--- src/rtl/vga_stream_timing.sv ---
// rtl/vga_stream_timing.sv - Avalon-ST pixel sink with FIFO and VGA raster timing
module vga_stream_timing #(
  parameter int DATA_WIDTH = 30,
  parameter int H_ACTIVE   = 640,
  parameter int H_FP       = 16,
  parameter int H_SYNC     = 96,
  parameter int H_BP       = 48,
  parameter int V_ACTIVE   = 480,
  parameter int V_FP       = 10,
  parameter int V_SYNC     = 2,
  parameter int V_BP       = 33,
  parameter int FIFO_DEPTH = 16
) (
  input  logic                  clk,
  input  logic                  reset,
  input  logic [DATA_WIDTH-1:0] data,
  input  logic                  startofpacket,
  input  logic                  endofpacket,
  input  logic                  valid,
  output logic                  ready,
  output logic [9:0]            vga_r,
  output logic [9:0]            vga_g,
  output logic [9:0]            vga_b,
  output logic                  vga_hsync_n,
  output logic                  vga_vsync_n,
  output logic                  vga_blank_n,
  output logic                  frame_locked,
  output logic                  sync_err
);

  localparam int H_TOTAL = H_ACTIVE + H_FP + H_SYNC + H_BP;
  localparam int V_TOTAL = V_ACTIVE + V_FP + V_SYNC + V_BP;
  localparam int HW      = $clog2(H_TOTAL);
  localparam int VW      = $clog2(V_TOTAL);
  localparam int AW      = $clog2(FIFO_DEPTH);
  localparam int CW      = AW + 1;
  localparam int EW      = DATA_WIDTH + 2;

  localparam logic [HW-1:0] H_LAST     = HW'(H_TOTAL - 1);
  localparam logic [HW-1:0] H_ACT      = HW'(H_ACTIVE);
  localparam logic [HW-1:0] H_ACT_LAST = HW'(H_ACTIVE - 1);
  localparam logic [HW-1:0] H_SS       = HW'(H_ACTIVE + H_FP);
  localparam logic [HW-1:0] H_SE       = HW'(H_ACTIVE + H_FP + H_SYNC);
  localparam logic [VW-1:0] V_LAST     = VW'(V_TOTAL - 1);
  localparam logic [VW-1:0] V_ACT      = VW'(V_ACTIVE);
  localparam logic [VW-1:0] V_ACT_LAST = VW'(V_ACTIVE - 1);
  localparam logic [VW-1:0] V_SS       = VW'(V_ACTIVE + V_FP);
  localparam logic [VW-1:0] V_SE       = VW'(V_ACTIVE + V_FP + V_SYNC);
  localparam logic [CW-1:0] CNT_FULL   = CW'(FIFO_DEPTH);

  localparam logic [0:0] SYNC_WAIT = 1'b0;
  localparam logic [0:0] RUN       = 1'b1;

  logic [EW-1:0]         mem [FIFO_DEPTH];
  logic [AW-1:0]         wr_ptr, rd_ptr;
  logic [CW-1:0]         count;
  logic                  push, pop, empty;
  logic [EW-1:0]         head;
  logic                  head_sop, head_eop;
  logic [DATA_WIDTH-1:0] head_data;

  logic [HW-1:0] h_cnt;
  logic [VW-1:0] v_cnt;
  logic          active, at_origin, at_last, hs_win, vs_win;

  logic [0:0] state, next_state;
  logic       show, set_err;

  assign ready     = (count != CNT_FULL);
  assign push      = valid && ready;
  assign empty     = (count == '0);
  assign head      = mem[rd_ptr];
  assign head_sop  = head[EW-1];
  assign head_eop  = head[EW-2];
  assign head_data = head[DATA_WIDTH-1:0];

  assign active    = (h_cnt < H_ACT) && (v_cnt < V_ACT);
  assign at_origin = (h_cnt == '0) && (v_cnt == '0);
  assign at_last   = (h_cnt == H_ACT_LAST) && (v_cnt == V_ACT_LAST);
  assign hs_win    = (h_cnt >= H_SS) && (h_cnt < H_SE);
  assign vs_win    = (v_cnt >= V_SS) && (v_cnt < V_SE);

  assign frame_locked = (state == RUN);

  // FIFO storage: entries carry {sop, eop, data}; contents need no reset
  always_ff @(posedge clk) begin
    if (push) mem[wr_ptr] <= {startofpacket, endofpacket, data};
  end

  // FIFO pointers and occupancy
  always_ff @(posedge clk) begin
    if (reset) begin
      wr_ptr <= '0;
      rd_ptr <= '0;
      count  <= '0;
    end else begin
      if (push) wr_ptr <= wr_ptr + AW'(1);
      if (pop)  rd_ptr <= rd_ptr + AW'(1);
      case ({push, pop})
        2'b10:   count <= count + CW'(1);
        2'b01:   count <= count - CW'(1);
        default: count <= count;
      endcase
    end
  end

  // Free-running raster counters, independent of lock state
  always_ff @(posedge clk) begin
    if (reset) begin
      h_cnt <= '0;
      v_cnt <= '0;
    end else if (h_cnt == H_LAST) begin
      h_cnt <= '0;
      v_cnt <= (v_cnt == V_LAST) ? '0 : v_cnt + VW'(1);
    end else begin
      h_cnt <= h_cnt + HW'(1);
    end
  end

  // Lock/run decisions: which head word to pop, show or reject this position
  always_comb begin
    next_state = state;
    pop        = 1'b0;
    show       = 1'b0;
    set_err    = 1'b0;
    if (state == SYNC_WAIT) begin
      if (!empty) begin
        if (!head_sop) begin
          pop = 1'b1;
        end else if (at_origin) begin
          pop        = 1'b1;
          show       = 1'b1;
          next_state = RUN;
        end
      end
    end else if (active) begin
      if (empty) begin
        set_err    = 1'b1;
        next_state = SYNC_WAIT;
      end else if (at_origin) begin
        if (head_sop) begin
          pop  = 1'b1;
          show = 1'b1;
        end else begin
          set_err    = 1'b1;
          next_state = SYNC_WAIT;
        end
      end else if (head_sop) begin
        // An early SOP is kept at the head so the next frame can lock on it
        set_err    = 1'b1;
        next_state = SYNC_WAIT;
      end else begin
        pop  = 1'b1;
        show = 1'b1;
        if (at_last && !head_eop) begin
          set_err    = 1'b1;
          next_state = SYNC_WAIT;
        end
      end
    end
  end

  // State register
  always_ff @(posedge clk) begin
    if (reset) state <= SYNC_WAIT;
    else       state <= next_state;
  end

  // Registered VGA outputs, one cycle behind the counters they describe
  always_ff @(posedge clk) begin
    if (reset) begin
      vga_r       <= '0;
      vga_g       <= '0;
      vga_b       <= '0;
      vga_hsync_n <= 1'b1;
      vga_vsync_n <= 1'b1;
      vga_blank_n <= 1'b0;
      sync_err    <= 1'b0;
    end else begin
      vga_r       <= show ? head_data[29:20] : '0;
      vga_g       <= show ? head_data[19:10] : '0;
      vga_b       <= show ? head_data[9:0]   : '0;
      vga_hsync_n <= !hs_win;
      vga_vsync_n <= !vs_win;
      vga_blank_n <= active;
      sync_err    <= sync_err || set_err;
    end
  end

endmodule

--- config.mk ---
export PLATFORM = sky130hd
export DESIGN_NAME = vga_stream_timing
export DESIGN_NICKNAME = d
export VERILOG_FILES = /design/src/rtl/vga_stream_timing.sv
export SDC_FILE = /design/constraint.sdc
export NUM_CORES = 1
export LEC_CHECK = 0
export BUFFER_PORTS_ARGS = -buffer_cell sky130_fd_sc_hd__buf_2
export CAP_MARGIN = 30
export CORE_ASPECT_RATIO = 1.2
export CORE_MARGIN = 1
export CORE_UTILIZATION = 55
export DETAILED_ROUTE_END_ITERATION = 8
export GPL_TIMING_DRIVEN = 0
export PLACE_DENSITY_LB_ADDON = 0.1
export SETUP_SLACK_MARGIN = 0.4
export SLEW_MARGIN = 30
export SYNTH_ARGS = -nofsm -noshare
export SYNTH_HDL_FRONTEND = slang
export SYNTH_SLANG_ARGS = --single-unit
--- constraint.sdc ---
create_clock -name clk -period 4 [get_ports clk]
set_input_delay 0.4 -clock clk [delete_from_list [all_inputs] [get_ports clk]]
set_output_delay 0.4 -clock clk [all_outputs]
set_load 0.05 [all_outputs]
After elaboration in Yosys (flattened, before gate mapping). Memory sizes are Yosys's and may differ from the RTL's. A register that Yosys moved wholly into a read port is not among the register bits. Index checks and enable logic that the tools add are counted.

Register bits after elaboration: 68. Memory bits (writable): 512. Input bits: 35. Output and inout bits: 36. Word-level logic and storage cells: 81. Memories kept: 1.

Add/subtract/negate cells: 6. Magnitude comparators: 6. Equality and inequality tests: 7. Mux-type cells: 30. Bitwise operators: 1. Reductions and logical operators: 17.

Memories: mem (depth 16, width 32, read ports 1, clocked after memory_dff 1, wr ports 1, RTL line 54) `logic [EW-1:0] mem [FIFO_DEPTH];`.

Operator list (number): $eq 10x10->1 const B (3); $mux 1 (26); $add 10x1->10 const B (2); $logic_not 10->1 (2); $lt 10x10->1 const B (2); $lt 10x9->1 const B (2); $eq 10x9->1 const B (1); $ge 10x10->1 const B (1); $ge 10x9->1 const B (1); $mux 10 (1); $pmux 5 s2 (1); $add 4x1->4 const B (2); $mux 4 (2); $logic_and 1x1->1 (7); $add 5x1->5 const B (1); $logic_not 5->1 (1); $ne 5x5->1 const B (1); $sub 5x1->5 const B (1); $reduce_or 2->1 (2); $logic_not 1->1 (3); $eq 2x1->1 const B (1); $eq 2x2->1 const B (1); $reduce_bool 2->1 (1); $logic_or 1x1->1 (1); $not 1->1 (1).

Logic depth before layout (Yosys ltp). Gate-level depths: netlist of the first run.

Word-level depth: 10. Gate-level depth with buffers: 18. Mapped depth without buffers: 17.

Worst setup path after synthesis of the first run. Ideal clock, no wire load.

Path type: reg2reg. Start point: register count[1]. End point: memory mem[3][0] (netlist name), enable pin. Setup time: 0.461 ns. Arrival time: 3.794 ns. Data required time: 3.539 ns. Path slack: -0.255 ns. Stages on the path, launching flop included: 8. Buffers on the path: 2. Clock period less this slack: 4.255 ns. Cells stage by stage: dfxtp_1 -> clkbuf_1 -> nor4_1 -> nand2_1 -> and2_1 -> clkbuf_1 -> nand2_1 -> nor3_1.

Word-level cells in the longest chain between the ends: 4.

Ends and longest elaborated chain: from (decl) (RTL line 56) `logic [CW-1:0] count;`; from (signal assigned) (RTL line 100) `2'b10: count <= count + CW'(1);`; from (signal assigned) (RTL line 101) `2'b01: count <= count - CW'(1);`; from (signal assigned) (RTL line 102) `default: count <= count;`; $ne 5x5->1 (RTL line 69) `assign ready = (count != CNT_FULL);`; named net ready (RTL line 20) `output logic ready,`; $logic_and 1x1->1 (RTL line 70) `assign push = valid && ready;`; $mux 1 (RTL line 87) `if (push) mem[wr_ptr] <= {startofpacket, endofpacket, data};`; $mux 1 (not written as such) (RTL line 87); to (decl) (RTL line 54).

The timed path passes the listed nets, and every way through them passes these cells.

==> results.toml, run 1 <==
[outcome]
status = "finished clean"

[worst_setup_path]
path_buf_inv = 3
worstPathRequired_ns = 4.49
r2r_slack_ns = 0.32
reg2reg_depth = 18
cp-end-kind = "flop"
cp-start-kind = "flop"
criticalPathCategory = "reg -> reg"
crit_family = "multiplexers"
max_stage_delay_ns = 0.51
critPathSlowestCell = "mux4_2"
cp_max_fo = 5
crit_arrival_ns = 4.17
path_cells = "buf_6 > mux4_2 > mux2i_1 > mux2_4 > inv_4 > ha_4 > nand4_1 > a21oi_4 > ha_2 > buf_8 > xor2_2 > ha_2 > a21oi_2 > nor2b_1 > o21ai_1 > a21o_1 > a31oi_4 > mux2_4"
rr_endpoint = "count[4]"

[floorplanning]
die_width_um = 185
dieArea_um2 = 41100
dieHeight_um = 222
io_pins = 71
initial_core_util_pct = 55.8
coreArea_um2 = 39700
num_rows = 80

[synth]
synth_cells = 1043
synthArstFlopShare_pct = 0
synth_nets = 1092
synth_warnings = 0
synth_area_per_cell_um2 = 21.3
synth_top_area_share_pct = 69.3
synth_edf_count = 512
ys.flop_type = "edfxtp_1"
syn_area_um2 = 22200
yosysMostFrequentCell = "edfxtp_1"
synth_cell_types = 45
ys_ff_latch = 584
synthTopCellsByCount = "edfxtp_1 (512), mux4_2 (151), dfxtp_1 (72)"
yosys.area.top_type = "edfxtp_1"
ys_seq_area_share_pct = 75.8
synth_area_leaders = "edfxtp_1 (69%), mux4_2 (15%), dfxtp_1 (6.5%), nor2b_1 (0.99%), nor2_1 (0.81%)"

[timing]
hold_viol = 0
period_share_pct = 92.1
tightest_slew_ns = 0.985
rsz0062_at_grt = "yes"
fmax_ghz = 0.271
skew_ns = 0.00966
finalSetupViolations = 0
finalMaxSlewViolations = 0
post-route-min-period_ns = 3.68
max-slew-margin-rel_pct = 34.3

[min_path]
worstHoldEndpoint = "mem[0][28]"
hold_path_depth = 1
hp-class = "in -> reg"
hp-start = "data[28]"

[cts]
htreeDepth = 2
cts.reportedPaths.clkPinSlew_ns = 0.07
tritoncts = "done"
clkSinkCount = 584
cts.path.max_buffers = 3
ctsRootBufferMaster = "clkbuf_16"
cts_buffers = 55
insertion_delay_ns = 0.61

[placed_design]
place_inst = 1684
dp_hpwl_um = 30400
gp_congestion = 0.738
io_buffers = 69

[detailed_routing]
first_pass_iters = 5
drt-total-wl_um = 48100
route.detailed.drc = 0
route.vias.total = 10700
wire_per_inst_um = 26.9
antenna_left = 0
drtIter0Drc = 896
viasPerCell = 5.97

[global_route]
track_usage_pct = 24.6
grt_overflow = 0
grt_first_pass_wirelength_um = 70800
grt_max_degree = 17
antenna_found_initial = 2
grt_pass1_vias = 10900

[power]
power.density_nw_per_um2 = 567
power_mw = 14.9
peakVddDrop_mv = 0.408
p_leak_nw = 8.44

[layout]
diodes = 0
fin_cells = 1789
syn2layout_area_growth_pct = 18.0
drive_gt1_share_pct = 31.8
fin_nets = 1261

[job]
drv_cap = 0
## where the power goes
group	internal [mW]	switching [mW]	total, mW
combinational	1.15	1.39	2.54
clock	3.16	2.20	5.36
sequential	6.87	0.0849	6.96
total	11.2	3.67	14.9
## metal layers
layer | track usage (%) | wire length [um] | vias to the layer above
li1 | - | - | 4611
met1 | 33.7 | 19500 | 5662
met2 | 40.5 | 24500 | 335
met3 | 4.09 | 2850 | 70
met4 | 7.70 | 1120 | 4
met5 | 0 | 27 | -
## registers in the layout (all words and copies together), names as in the netlist, named ones only
register	cells
count	5
frame_locked	1
h_cnt	10
mem	512
rd_ptr	4
sync_err	1
v_cnt	10
vga_b	10
vga_blank_n	1
vga_g	10
vga_hsync_n	1
vga_r	10
vga_vsync_n	1
wr_ptr	4
## final cells by class
class                   count  area (um2)
multi-input cells         398        5310
flip-flops and latches    584       16800
plain buffers              50         236
repair buffers            112        1260
clock buffers              73        1470
fillers                  2637       13600
well taps                 533         667
inverters                  11        43.8
clock inverters            28         367
## layout by cell type, fill, tap and decap left out, types with 12 or more instances in the layout
| cell | netlist | layout |
|---|---|---|
| edfxtp_1 | 512 | 512 |
| mux4_2 | 151 | 152 |
| buf_2 | 18 | 86 |
| dfxtp_1 | 72 | 71 |
| clkbuf_16 | 0 | 55 |
| nor2_1 | 48 | 36 |
| clkbuf_1 | 23 | 36 |
| nor2b_1 | 35 | 35 |
| buf_16 | 0 | 26 |
| nand2_1 | 21 | 21 |
| xor2_1 | 18 | 17 |
| nor2_4 | 0 | 12 |
## per-stage QoR
step	hold WS (ns)	setup WS, ns	instance area (um2)	util [%]	TNS, ns
5_1_grt	0.168	0.104	26200	65.9	0
4_1_cts	0.138	0.263	26100	65.7	0
2_1_floorplan	0.430	0.412	22200	-	0
3_3_place_gp	0.446	-1.18	23200	58.5	-465.52
6_report	0.160	0.317	26200	65.9	0
3_5_place_dp	0.460	-0.0110	24200	61.0	-0.0110
## worst register-to-register path, cell delays in order, from the launching register on
cell	delay, ns
dfxtp_2	0.33
buf_6	0.13
mux4_2	0.51
mux2i_1	0.19
mux2_4	0.22
inv_4	0.05
ha_4	0.25
nand4_1	0.15
a21oi_4	0.21
ha_2	0.20
buf_8	0.10
xor2_2	0.13
ha_2	0.18
a21oi_2	0.05
nor2b_1	0.14
o21ai_1	0.07
a21o_1	0.21
a31oi_4	0.15
mux2_4	0.31
## worst max path at each step
stage	start	to	slack (ns)	cells past startpoint
after floorplan	flop	count[4]	0.41	18
after global routing	flop	count[4]	0.10	18
after CTS	flop	count[4]	0.26	18
final	flop	count[4]	0.32	18
after global placement	count[1]	mem[8][3]	-1.18	7
after detailed placement	flop	count[4]	-0.01	18
## kinds of logic (layout without fill, tap and decap cells)
kind of cell	after synthesis	after routing	synth area share, %
buffers and inverters	61	274	1.17
flip-flops	584	584	75.8
multiplexers	166	166	16.5
AND/OR/NAND/NOR	164	164	3.90
adder cells (fa/ha/maj)	14	14	0.790
XOR/XNOR	25	25	0.987
AO/OA/AOI/OAI	29	29	0.869
## timing repair
action                                  4_1_cts  5_1_grt
buffers inserted                              4        0
pin swaps                                     3        5
endpoints found under the setup margin        2        2
hold buffers                                  0        0
resized for setup                             7        8
No activity file was read; power rests on OpenSTA's default activity.
==> run 2, diff against run 1 <==
Settings changed: SETUP_SLACK_MARGIN 0.4 to unset.
==> run 2 against run 1 <==
  * Routed wire length is 2.5% lower
  * Register-to-register slack worse by 0.07 ns
  * Global-route usage fell by 0.52 points
  * Die area unchanged
  * Power decreased by 2.9%
  * Maximum frequency down 1.8%
  * Clock power fell by 7.1%
  * Highest routed layer unchanged
==> results.toml, run 2 (synthesis results as in run 1) <==
[outcome]
status = "finished clean"

[timing]
layout_setup_ws_ns = 0.251
setup_tns_ns = 0
skew_ns = 0.0160
tightest_slew_ns = 0.973
finalMaxSlewViolations = 0
period_share_pct = 93.7
rsz0062_at_grt = "no"
post-route-min-period_ns = 3.75
hold_viol = 0
holdWs_ns = 0.187
fmax_ghz = 0.267
finalSetupViolations = 0
max-slew-margin-rel_pct = 35.1

[detailed_routing]
drt-total-wl_um = 46900
route.detailed.drc = 0
wire_per_inst_um = 26.1
route.vias.total = 10600
viasPerCell = 5.93
antenna_left = 0
drtIter0Drc = 908
first_pass_iters = 5

[floorplanning]
num_rows = 80
dieHeight_um = 222
io_pins = 71
dieArea_um2 = 41100
coreArea_um2 = 39700
die_width_um = 185
initial_core_util_pct = 55.8

[layout]
regMostFlops = "mem"
syn2layout_area_growth_pct = 17.3
fin_nets = 1261
largest_register_ffs = 512
layout_common_cells = "edfxtp_1 (512), mux4_2 (151), buf_2 (86), dfxtp_1 (72), clkbuf_16 (58)"
drive_gt1_share_pct = 31.3
layout.cells.most_common = "edfxtp_1"
final_cell_area_um2 = 26000
fin_cells = 1792

[worst_setup_path]
max_stage_delay_ns = 0.56
cp_max_fo = 6
reg2reg_depth = 17
crit_top_cell = "ha_1"
cp-start-kind = "flop"
rr_endpoint = "count[4]"
path_cells = "buf_6 > mux4_1 > mux2i_1 > mux2_4 > inv_1 > ha_1 > or2_2 > a21oi_4 > ha_4 > xor2_1 > ha_1 > a21oi_1 > nor2b_1 > o21ai_0 > a21o_1 > a31oi_2 > mux2_2"
cp-end-kind = "flop"
crit_arrival_ns = 4.22
worstPathRequired_ns = 4.47
endpoint = "count[4]"
r2r_slack_ns = 0.25
criticalPathCategory = "reg -> reg"
critPathSlowestCell = "mux4_1"

[cts]
postCtsHoldBufs = 0
tritoncts = "done"
insertion_delay_ns = 0.59
cts.reportedPaths.clkPinSlew_ns = 0.07
htreeDepth = 2
clkSinkCount = 584
cts.path.max_buffers = 3
ctsRootBufferMaster = "clkbuf_16"
cts_buffers = 56

[placed_design]
post_dp_cell_area_um2 = 24200
gp_congestion = 0.769
place_inst = 1683
io_buffers = 69
place_ws_ns = -0.528
dp_hpwl_um = 29900

[global_route]
grt_overflow = 0
use_met2_pct = 41.2
grtUsageMet1_pct = 31.9
busiest_layer = "met2"
grt_max_degree = 17
track_usage_pct = 24.1
grt_pass1_vias = 10900
antenna_found_initial = 2
use_met3_pct = 3.96
grt_first_pass_wirelength_um = 70500

[power]
netSwitchingPower_mw = 3.57
peakVddDrop_mv = 0.336
power.density_nw_per_um2 = 554
intPower_mw = 10.8
p_leak_nw = 8.40
combPwrFrac_pct = 17.2
swShare_pct = 24.8
seqPwrFrac_pct = 48.2
clkPwrFrac_pct = 34.6

[min_path]
hold_path_depth = 1
hp-class = "in -> reg"

[job]
drv_cap = 0
[run 2: changes by cell type in the layout (fill, tap and decap cells not counted), sizes merged, moves of 2 or more]
cell      previous run  this run
clkinv              15        17
bufinv               9         0
clkbuf              95       108
clkinvlp             3         1
[run 2: layer usage]
layer  part of all wire (%)  routed length [um]
met5                  0.026                  12
met3                    5.4                2520
met4                    2.4                1110
met1                     40               18600
met2                     52               24600
[run 2: metrics by stage]
stage	total power, mW	utilization [%]
2_1_floorplan	8.80	-
3_3_place_gp	9.41	58.4
3_5_place_dp	9.50	60.8
4_1_cts	14.5	65.3
5_1_grt	15.0	65.4
6_report	14.4	65.5
[run 2: power groups by stage]
| stage | clock network [mW] | logic [mW] | registers [mW] |
|---|---|---|---|
| 6_report | 4.98 | 2.48 | 6.95 |
| 5_1_grt | 5.31 | 2.66 | 6.98 |
| 4_1_cts | 5.10 | 2.46 | 6.96 |
| 3_5_place_dp | 0 | 2.41 | 7.08 |
| 3_3_place_gp | 0 | 2.32 | 7.09 |
| 2_1_floorplan | 0 | 1.52 | 7.27 |
[run 2: cell type report]
type,instances,area [um2]
antenna,1,2.50
buffer,49,221
clock buffer,86,1660
clock inverter,18,96.3
fill,2683,13700
inverter,11,41.3
multi-input combinational,398,5280
sequential,584,16800
tap,533,667
timing repair buffer,112,1230
[run 2: repair_timing]
action,in CTS,in global routing
resized for setup,5,4
pin swaps,1,2
gates cloned,0,0
setup endpoints to repair,2,2
hold endpoints to repair,0,0
buffers inserted,0,5
[run 2: critical path, delay by kind of cell (launching register included)]
kind	cells	cell delay, ns
fa+ha+maj	3	0.54
mux	4	1.27
simple gates	2	0.45
flops	1	0.34
compound gates	5	0.66
xor+xnor	1	0.15
buf+inv	2	0.20
[run 2: worst min path at each step]
stage,from,to
after global placement,h_cnt[0],h_cnt[0]
final,data[1],mem[5][1]
after CTS,data[29],mem[5][29]
after floorplan,h_cnt[0],h_cnt[0]
after global routing,data[1],mem[13][1]
after detailed placement,h_cnt[0],h_cnt[0]
==> run 3, diff against run 2 <==
Settings changed: CORE_UTILIZATION 55 to 50.
==> run 3 against run 2 <==
  * Sequential share of layout area shrank 0.22 points
  * Critical path depth is the same
  * Final area grew 0.35%
  * Via count grew 0.62%
  * First-iteration DRC count shrank 27%
  * Final cell count grew 1.5%
  * Die area grew 9.9%
  * Hold slack lost 0.025 ns
==> results.toml, run 3 (synthesis results as in run 1) <==
[outcome]
status = "finished clean"

[global_route]
track_usage_pct = 22.4
grt_max_degree = 17
grt_first_pass_wirelength_um = 72000
grt_overflow = 0
antenna_found_initial = 1
grt_pass1_vias = 11000

[floorplanning]
initial_core_util_pct = 50.6
dieHeight_um = 233
die_width_um = 194
dieArea_um2 = 45200
num_rows = 84
coreArea_um2 = 43800
io_pins = 71

[cts]
cts_buffers = 56
cts.reportedPaths.clkPinSlew_ns = 0.06
clkSinkCount = 584
ctsRootBufferMaster = "clkbuf_16"
postCtsHoldBufs = 0
insertion_delay_ns = 0.61
cts.path.max_buffers = 3
htreeDepth = 2
tritoncts = "done"

[timing]
finalMaxSlewViolations = 0
finalSetupViolations = 0
period_share_pct = 93.4
post-route-min-period_ns = 3.74
tightest_slew_ns = 1.03
hold_viol = 0
max-slew-margin-rel_pct = 31.6
layout_setup_ws_ns = 0.263
skew_ns = 0.0151
fmax_ghz = 0.268

[detailed_routing]
first_pass_iters = 4
antenna_left = 0
drtIter0Drc = 659
drt-total-wl_um = 48900
route.vias.total = 10700
wire_per_inst_um = 26.9
route.detailed.drc = 0
viasPerCell = 5.88

[layout]
final_core_util_pct = 59.5
diodes = 0
fin_nets = 1261
layout.cells.most_common = "edfxtp_1"
largest_register_ffs = 512
regMostFlops = "mem"
layout_common_cells = "edfxtp_1 (512), mux4_2 (151), buf_2 (86), dfxtp_1 (72), clkbuf_16 (58)"
syn2layout_area_growth_pct = 17.7
final_cell_area_um2 = 26100
drive_gt1_share_pct = 31.7

[power]
power_mw = 14.7
peakVddDrop_mv = 0.346
power.density_nw_per_um2 = 563
p_leak_nw = 8.44

[placed_design]
post_dp_cell_area_um2 = 24200
dp_hpwl_um = 30400
gp_congestion = 0.773
io_buffers = 69
place_ws_ns = -0.512

[worst_setup_path]
crit_arrival_ns = 4.23
cp-start-kind = "flop"
worstPathRequired_ns = 4.49
cp_max_fo = 9
criticalPathCategory = "reg -> reg"
cp-end-kind = "flop"

[min_path]
hp-class = "in -> reg"

[job]
drv_cap = 0
==> run 3: changes by cell type in the layout (fill, tap and decap cells not counted), sizes merged <==
| cell | before | now |
|---|---|---|
| clkinvlp | 1 | 0 |
| clkbuf | 108 | 111 |
| clkinv | 17 | 15 |
| bufinv | 0 | 2 |
| diode | 1 | 0 |
==> run 3: metal layers <==
metal | global-route usage (%) | up-vias | part of all wire (%)
li1 | - | 4619 | -
met1 | 29.7 | 5732 | 42
met2 | 38.4 | 261 | 52
met3 | 3.03 | 82 | 4.1
met4 | 7.49 | 2 | 2.6
met5 | 0 | - | 0.029
==> run 3: final cells by class <==
type | count | area [um2]
Timing Repair Buffer | 112 | 1220
Clock buffer | 89 | 1690
Tap cell | 559 | 699
Buffer | 49 | 223
Sequential cell | 584 | 16800
Fill cell | 3178 | 17700
Clock inverter | 17 | 144
Multi-Input combinational cell | 398 | 5270
Inverter | 11 | 41.3
==> run 3: through the flow <==
stage          setup TNS [ns]  hold slack [ns]  std cells
2_1_floorplan               0            0.430       1043
3_3_place_gp          -583.69            0.450       1671
3_5_place_dp           -0.825            0.478       1709
4_1_cts                     0            0.138       1814
5_1_grt              -0.00950            0.156       1819
6_report                    0            0.161       1819
==> run 3: what timing repair did <==
item | CTS | global route
gates resized for setup | 5 | 3
pin swaps | 0 | 2
setup endpoints to repair | 2 | 1
gates cloned | 0 | 0
setup buffers | 0 | 5
==> run 3: final timing paths <==
path	start	end	slack, ns	cells after the start
setup reg to reg	flop	count[4]	0.26	17
hold / removal	data[6]	mem[6][6]	0.16	1
setup / recovery	flop	count[4]	0.26	17
hold reg to reg	h_cnt[0]	h_cnt[0]	0.48	1
==> run 3: worst max-delay path, cell delays in order, from the launching register on <==
cell and delay [ns]:
dfxtp_1 0.33, buf_6 0.15, mux4_1 0.58, mux2i_1 0.18
mux2_4 0.21, inv_1 0.06, ha_1 0.28, nand4_1 0.16
a21oi_4 0.25, ha_4 0.19, xor2_1 0.15, ha_1 0.16
a21oi_1 0.07, nor2b_1 0.12, o21ai_0 0.08, a21o_1 0.18
a31oi_2 0.13, mux2_2 0.35
==> run 3: power by group <==
group	total [mW]	internal, mW	switching, mW
clock	5.22	3.01	2.21
combinational	2.51	1.14	1.38
sequential	6.95	6.87	0.0840
total	14.7	11.0	3.67
